$ cat src/rtl/polyphase_pkg.sv
// polyphase_pkg: shared sizes, FSM states and odd-branch coefficients for the x2 half-band
// sample path (decimator and interpolator use the same table).
package polyphase_pkg;
    localparam int SAMPLE_WIDTH = 6;
    localparam int COEF_WIDTH   = 18;
    localparam int COEF_FRAC    = 17;
    localparam int BRANCH_TAPS  = 28;

    typedef enum logic [1:0] {IDLE, MAC, OUT_A, OUT_B} state_t;

    function automatic int acc_width(input int sw, input int cw, input int taps);
        return sw + cw + $clog2(taps);
    endfunction

    localparam int ACC_WIDTH = acc_width(SAMPLE_WIDTH, COEF_WIDTH, BRANCH_TAPS);

    // Hann-windowed half-sample sinc; symmetric, sums to exactly 2^COEF_FRAC
    localparam logic signed [COEF_WIDTH-1:0] COEF [BRANCH_TAPS] = '{
        -18'sd10,    18'sd94,     -18'sd278,   18'sd582,    -18'sd1028,  18'sd1644,  -18'sd2470,
        18'sd3569,   -18'sd5045,  18'sd7102,   -18'sd10175, 18'sd15411,  -18'sd27032, 18'sd83172,
        18'sd83172,  -18'sd27032, 18'sd15411,  -18'sd10175, 18'sd7102,   -18'sd5045,  18'sd3569,
        -18'sd2470,  18'sd1644,   -18'sd1028,  18'sd582,    -18'sd278,   18'sd94,     -18'sd10
    };
endpackage

$ cat src/rtl/halfband_mac.sv
// halfband_mac: registered signed multiply-accumulate, one product per enabled cycle.
module halfband_mac #(
    parameter int SW = 6,
    parameter int CW = 18,
    parameter int AW = 29
) (
    input  logic                 clk,
    input  logic                 reset_n,
    input  logic                 clr_i,
    input  logic                 en_i,
    input  logic signed [SW-1:0] sample_i,
    input  logic signed [CW-1:0] coef_i,
    output logic signed [AW-1:0] acc_o
);
    logic signed [SW+CW-1:0] prod;
    logic signed [AW-1:0]    acc_q, acc_d;

    assign prod  = sample_i * coef_i;
    assign acc_d = clr_i ? '0 : en_i ? acc_q + AW'(prod) : acc_q;
    assign acc_o = acc_q;

    always_ff @(posedge clk or negedge reset_n) begin
        if (!reset_n) acc_q <= '0;
        else          acc_q <= acc_d;
    end
endmodule

$ cat src/rtl/polyphase_halfband_interp.sv
// polyphase_halfband_interp: x2 half-band interpolator; every accepted input yields an
// interpolated half-sample value (phase A) followed by the delayed input itself (phase B).
module polyphase_halfband_interp
    import polyphase_pkg::*;
(
    input  logic                           clk,
    input  logic                           reset_n,
    input  logic                           valid_in,
    output logic                           ready_in,
    input  logic signed [SAMPLE_WIDTH-1:0] data_in,
    output logic                           valid_out,
    input  logic                           ready_out,
    output logic signed [SAMPLE_WIDTH-1:0] data_out,
    output logic                           phase_out
);
    localparam int TAP_W = $clog2(BRANCH_TAPS);
    localparam int MID   = BRANCH_TAPS / 2 - 1;
    localparam int RND_W = ACC_WIDTH + 1;
    localparam logic signed [RND_W-1:0] HALF_LSB = RND_W'(1) <<< (COEF_FRAC - 1);
    localparam logic signed [RND_W-1:0] SAT_MAX  = RND_W'(2 ** (SAMPLE_WIDTH - 1) - 1);
    localparam logic signed [RND_W-1:0] SAT_MIN  = RND_W'(-(2 ** (SAMPLE_WIDTH - 1)));

    state_t                         state_q, state_d;
    logic [TAP_W-1:0]               tap_q, tap_d;
    logic signed [SAMPLE_WIDTH-1:0] d_q [BRANCH_TAPS];
    logic signed [ACC_WIDTH-1:0]    acc;
    logic signed [RND_W-1:0]        acc_rnd;
    logic signed [SAMPLE_WIDTH-1:0] interp;
    logic                           accept, last_tap;

    assign accept   = valid_in && ready_in;
    assign last_tap = tap_q == TAP_W'(BRANCH_TAPS - 1);
    assign acc_rnd  = (RND_W'(acc) + HALF_LSB) >>> COEF_FRAC;
    assign interp   = acc_rnd > SAT_MAX ? SAT_MAX[SAMPLE_WIDTH-1:0]
                    : acc_rnd < SAT_MIN ? SAT_MIN[SAMPLE_WIDTH-1:0]
                    : acc_rnd[SAMPLE_WIDTH-1:0];

    // One tap per MAC cycle; the accept edge clears the accumulator for the new sample
    halfband_mac #(.SW(SAMPLE_WIDTH), .CW(COEF_WIDTH), .AW(ACC_WIDTH)) u_mac (
        .clk,
        .reset_n,
        .clr_i    (accept),
        .en_i     (state_q == MAC),
        .sample_i (d_q[tap_q]),
        .coef_i   (COEF[tap_q]),
        .acc_o    (acc)
    );

    always_comb begin
        state_d   = state_q;
        tap_d     = tap_q;
        ready_in  = 1'b0;
        valid_out = 1'b0;
        phase_out = 1'b0;
        data_out  = '0;
        case (state_q)
            IDLE: begin
                ready_in = 1'b1;
                if (valid_in) begin
                    state_d = MAC;
                    tap_d   = '0;
                end
            end
            MAC: begin
                tap_d   = last_tap ? '0 : tap_q + 1'b1;
                state_d = last_tap ? OUT_A : MAC;
            end
            OUT_A: begin
                valid_out = 1'b1;
                data_out  = interp;
                state_d   = ready_out ? OUT_B : OUT_A;
            end
            OUT_B: begin
                valid_out = 1'b1;
                phase_out = 1'b1;
                data_out  = d_q[MID];
                state_d   = ready_out ? IDLE : OUT_B;
            end
            default: state_d = IDLE;
        endcase
    end

    always_ff @(posedge clk or negedge reset_n) begin
        if (!reset_n) begin
            state_q <= IDLE;
            tap_q   <= '0;
            for (int i = 0; i < BRANCH_TAPS; i++) d_q[i] <= '0;
        end else begin
            state_q <= state_d;
            tap_q   <= tap_d;
            if (accept) begin
                d_q[0] <= data_in;
                for (int i = 1; i < BRANCH_TAPS; i++) d_q[i] <= d_q[i-1];
            end
        end
    end
endmodule

$ cat config.mk
export PLATFORM = sky130hd
export DESIGN_NAME = polyphase_halfband_interp
export DESIGN_NICKNAME = d
export VERILOG_FILES = /design/src/rtl/polyphase_pkg.sv /design/src/rtl/halfband_mac.sv /design/src/rtl/polyphase_halfband_interp.sv
export SDC_FILE = /design/constraint.sdc
export NUM_CORES = 1
export LEC_CHECK = 0
export CORE_MARGIN = 1.5
export CORE_UTILIZATION = 40
export CTS_BUF_LIST = sky130_fd_sc_hd__clkbuf_8
export DETAILED_ROUTE_END_ITERATION = 8
export SETUP_SLACK_MARGIN = 0.3
export SYNTH_ARGS = -nofsm -noshare
export SYNTH_HDL_FRONTEND = slang
export SYNTH_HIERARCHICAL = 1
export SYNTH_SLANG_ARGS = --single-unit
$ cat constraint.sdc
create_clock -name clk -period 9 [get_ports clk]
set_input_delay 0.9 -clock clk [delete_from_list [all_inputs] [get_ports clk]]
set_output_delay 0.9 -clock clk [all_outputs]
set_load 0.02 [all_outputs]
# [Word level (Yosys, flattened, before mapping)]
# Memory sizes are Yosys's and may differ from the RTL's.
# Cells that the tools add are included.
[classes] addsub=3 mux=21 n_lt_le_gt_ge=3 multipliers=1 reduce_logical=6 eq_ne=5 n_bitwise=1
[ops] cell="$mux W29" count=2
[ops] cell="$mux W18" count=2
[ops] cell="$add A29 B18 Y30 const B" count=1
[ops] cell="$bmux W6 S5" count=1
[ops] cell="$add A29 B29 Y29" count=1
[ops] cell="$mul A6 B18 Y24" count=1
[ops] cell="$mux W6" count=4
[ops] cell="$gt A13 B6 Y1 const B" count=1
[ops] cell="$lt A13 B6 Y1 const B" count=1
[ops] cell="$pmux W6 S2" count=1
[ops] cell="$mux W5" count=2
[ops] cell="$pmux W5 S2" count=1
[ops] cell="$pmux W2 S4" count=1
[ops] cell="$ge A6 B6 Y1 const B" count=1
[ops] cell="$mux W2" count=3
[ops] cell="$not A5 Y6" count=1
[ops] cell="$add A5 B1 Y5 const B" count=1
[ops] cell="$eq A5 B5 Y1 const B" count=1
[ops] cell="$eq A2 B2 Y1 const B" count=2
[ops] cell="$mux W1" count=4
[ops] cell="$reduce_bool A2 Y1" count=2
[ops] cell="$eq A2 B1 Y1 const B" count=1
[ops] cell="$logic_not A2 Y1" count=1
[ops] cell="$ne A2 B2 Y1 const B" count=1
[ops] cell="3 further kinds" count=3
[totals] inputBits=10 rom_bits=576 word_cells=72 memories=1 ff_bits=204
[memory_table] memory="(no name shown)" depth=32 word_bits=18 rd=1 rd_ports_with_merged_regs=0 wr=0 line_no="polyphase_halfband_interp.sv:45" rtl=".coef_i (COEF[tap_q]),"

# [Logic depth before layout (Yosys ltp)]
[logic_depth] ltp_word=8 mapped_depth=40 ltp_nobuf=36

# [By module]
# The synthesis kept the hierarchy.
[modules_own_cells] module="polyphase_halfband_interp" area_per_inst_um2=9150.0 cells_per_inst=687 n_inst=1
[modules_own_cells] module="halfband_mac" area_per_inst_um2=6097.1 cells_per_inst=682 n_inst=1

# [Worst setup path before layout]
# OpenSTA, ideal clock, no wires.
[synth_path] kind="register -> register" startpoint="reg tap_q[1]" endpoint="reg u_mac.acc_q[28] (netlist: u_mac/acc_o[28])" synth_period_minus_slack_ns=8.241 t_arrival_ns=8.095 setup_time_ns=0.145 stages_incl_launch_ff=36 t_required_ns=8.855 slack_ns=0.759 n_path_buf=4 cell_sequence="dfrtp_1 buf_2 buf_4 buf_4 buf_2 inv_1 ha_1 nor2_1 inv_1 nor2_1 a21oi_1 mux4_2 and2_1 fa_1 inv_1 fa_1 inv_1 fa_1 fa_1 inv_1 fa_1 nor2b_1 o21ai_0 nand2b_1 a21oi_1 o21ai_1 a31oi_1 a211oi_1 nor2_1 or4b_1 ha_1 nor2_1 o311a_1 o211a_1 a2111oi_1 o2111ai_1"
[synth_via] elab_chain_cells=8 word_cells_on_any_way=11 classes_between="add/sub (1); mul (1); mux (7); bitwise (1); memory (1)"
[synth_lines] item="from (decl)" line_no="polyphase_halfband_interp.sv:24" rtl="logic [TAP_W-1:0] tap_q, tap_d;"
[synth_lines] item="from (signal assigned)" line_no="polyphase_halfband_interp.sv:90" rtl="tap_q <= tap_d;"
[synth_lines] item="$not A5 Y6 (implied by the code) (*)" line_no="polyphase_halfband_interp.sv:44, polyphase_halfband_interp.sv:45"
[synth_lines] item="$mem_v2 Z32 W18 / $bmux W6 S5 (equally long branches)"
[synth_lines] item="$mux W18 (implied by the code) / $mux W6 (equally long branches) (2 in series)" line_no="polyphase_halfband_interp.sv:45, polyphase_halfband_interp.sv:44"
[synth_lines] item="$mul A6 B18 Y24 (*)" line_no="halfband_mac.sv:18" rtl="assign prod = sample_i * coef_i;"
[synth_lines] item="$add A29 B29 Y29 (*)" line_no="halfband_mac.sv:19" rtl="assign acc_d = clr_i ? '0 : en_i ? acc_q + AW'(prod) : acc_q;"
[synth_lines] item="$mux W29 (*) (2 in series)" line_no="halfband_mac.sv:19"
[synth_lines] item="to (signal assigned)" line_no="halfband_mac.sv:23" rtl="if (!reset_n) acc_q <= '0;"
[synth_lines] item="to (signal assigned)" line_no="halfband_mac.sv:24" rtl="else acc_q <= acc_d;"
[synth_lines] item="to (decl)" line_no="halfband_mac.sv:16" rtl="logic signed [AW-1:0] acc_q, acc_d;"
# Every way passes the cells marked *; elsewhere a longest branch is shown, timed or not. The select of a mux whose other input is x is not followed.
# A chain may end at the register's enable or synchronous reset.

# [Final worst setup path]
# Same ends and word-level chain as after synthesis.

==> impl_metrics.ini <==
[route]
vias = 10570
wl_per_cell_um = 17.15
avgViaCountPerCell = 5.469
drtAntennaViolNets = 0
drt_pass1_iterations = 5
drc = 0
drtIter0Drc = 567
wl_um = 33160

[yosys]
yosys-top-cells-area = dfrtp_1 (33%), mux2_2 (13%), fa_1 (9.8%), mux4_2 (7.2%), ha_1 (6.8%)
synth_area_leader_cell = dfrtp_1
ys_async_sr_fraction_pct = 100.0
syn-cell-area_sq_um = 15250
ys_seq_area_share_pct = 33.48
ys_types = 91
syn_inst = 1369
ys_seq_elements = 204
synth_edf_count = 0
synth_top_area_share_pct = 33.48
yosys_warnings = 6
synthFlopType = dfrtp_1
syn-num-nets = 1537
syn_area_per_cell_sq_um = 11.14

[placement]
place_ws_ns = 0.4897
routabilityCongestion = 0.8592
hpwlAfterDp_um = 23610
portBuffers = 18

[timing]
finalHoldViolations = 0
worst_slack_ns = 0.8157
final.setup.tns_ns = 0
setup_viol = 0
relSlewSlack_pct = 29.67
finClkSkew_ns = 0.05154
finalCritPeriodShare_pct = 90.94
worst_pin_slew_ns = 1.055
period_needed_ns = 8.184
slew_violations = 0
rsz0062_at_grt = false
fmax_mhz = 122.2

[floorplan]
die_area_sq_um = 39300
rows = 71
core-area_sq_um = 37580
die_y_um = 198.2
initial_core_util_pct = 40.58
io_pins = 19
die_w_um = 198.2

[clock_tree]
cts_tree = done
clock_tree.root_cell = clkbuf_8
cts.sinks = 204
ctsLongestPathBuffers = 3
clock_latency_ns = 0.56
clk_pin_slew_ns = 0.07
cts_htree_levels = 2
numCtsBuffers = 37
postCtsHoldBufs = 0

[setup_path]
cp.required_ns = 9.42
reg2reg_depth = 27
setup.worst_path.start_class = register
slowest_stage = fa_1
reg2reg_to = u_mac/acc_o[28]$_DFFE_PN0P_
crit_fanout = 13
endpoint_kind = register
ff2ff_setup_slack_ns = 0.82
crit_end = u_mac/acc_o[28]$_DFFE_PN0P_
crit_path_frequent_cell = fa_1
crit_start = tap_q[1]$_DFFE_PN0P_
regToRegStartpoint = tap_q[1]$_DFFE_PN0P_
crit_type = reg -> reg
cpPeakStageDelay_ns = 0.55
arrival_ns = 8.61

[grt]
grt_pass1_wl_um = 55500
first_global_vias = 10780
antenna_found_initial = 0
grt_overflow = 0
grt_max_degree = 197
grt_usage_pct = 17.42

[run]
cap_violations = 0

[finish]
fin_util_pct = 44.88
drive_gt1_share_pct = 24.26
fin_nets = 1565
n_antenna_cell = 0
syn2layout_area_growth_pct = 10.61

[min_path]
hold_class = in -> async

[run_status]
status = complete, no violations
## state kept, by name, indices dropped and copies added (netlist names)
name         count
d_q            168
u_mac/acc_o     29
tap_q            5
state_q          2
## kinds of logic (layout without fill, tap and decap cells)
| family | after synthesis | count (layout) | synth area share (%) |
|---|---|---|---|
| compound gates | 245 | 245 | 10.79 |
| xor+xnor | 42 | 42 | 2.413 |
| fa+ha+maj | 158 | 158 | 16.66 |
| buf+inv | 134 | 187 | 3.652 |
| flops | 204 | 204 | 33.48 |
| mux | 239 | 239 | 21.13 |
| simple gates | 347 | 347 | 11.87 |
## what timing repair did
action | 4_1_cts | 5_1_grt
buffers inserted | 0 | 8
setup endpoints to repair | 0 | 4
hold endpoints to repair | 0 | 0
gates resized for setup | 0 | 6
## layout make-up
cell class | instances | area, sq um
well taps | 511 | 639.4
multi-input cells | 1031 | 9613
repair buffers | 55 | 503.0
clock buffers | 44 | 605.6
inverters | 68 | 255.2
clock inverters | 20 | 136.4
fillers | 3479 | 20710
flip-flops and latches | 204 | 5112
## through the flow
stage / area (sq um) / instances / hold WS, ns
4_1_cts: 16780 / 1925 / 0.3057
3_5_place_dp: 16040 / 1861 / 0.4941
5_1_grt: 16860 / 1933 / 0.3204
2_1_floorplan: 15250 / 1369 / 0.4754
3_3_place_gp: 16040 / 1861 / 0.4863
6_report: 16860 / 1933 / 0.2975
## placed cells by master (no fill, tap or decap), types with 29 or more instances in the layout
cell	netlist	final
clkbuf_8	0	45
a21oi_1	71	71
dfrtp_1	204	202
and2_1	84	83
mux2_2	173	173
inv_1	65	78
nand2_1	87	87
xnor2_1	29	29
fa_1	75	75
o21ai_0	59	58
mux4_2	49	49
buf_4	3	33
nor2_1	83	81
ha_1	83	83
## critical path: cells and delay by family, from the launching register on
kind / cells / cell delay (ns)
adder cells (fa/ha/maj): 6 / 2.75
AO/OA/AOI/OAI: 9 / 2.02
multiplexers: 3 / 1.36
AND/OR/NAND/NOR: 6 / 1.02
flip-flops: 1 / 0.54
buffers and inverters: 3 / 0.40
## per-layer routing
layer | track usage, % | routed length (um)
met3 | 2.657 | 1181
met1 | 23.42 | 15550
met4 | 4.326 | 498
met5 | 0 | 0
met2 | 29.41 | 15920
## cells in the mapped netlist, types with 12 or more instances
library cell	instances
dfrtp_1	204
mux2_2	173
nand2_1	87
and2_1	84
ha_1	83
nor2_1	83
fa_1	75
a21oi_1	71
inv_1	65
o21ai_0	59
mux4_2	49
clkbuf_1	34
xnor2_1	29
buf_2	20
mux2i_1	17
nand3_1	17
a211oi_1	14
xor2_1	13
nor2b_1	12
## how the worst min path moves through the flow
stage                             endpoint  slack (ns)
2_1_floorplan           d_q[0]$_DFFE_PN0P_        0.48
3_3_place_gp            d_q[2]$_DFFE_PN0P_        0.49
3_5_place_dp            d_q[3]$_DFFE_PN0P_        0.49
4_1_cts        u_mac/acc_o[26]$_DFFE_PN0P_        0.31
5_1_grt        u_mac/acc_o[26]$_DFFE_PN0P_        0.32
6_report       u_mac/acc_o[26]$_DFFE_PN0P_        0.30
Power is not shown: default switching activity piles up to over one toggle a cycle in this logic, so the estimate is an artifact.
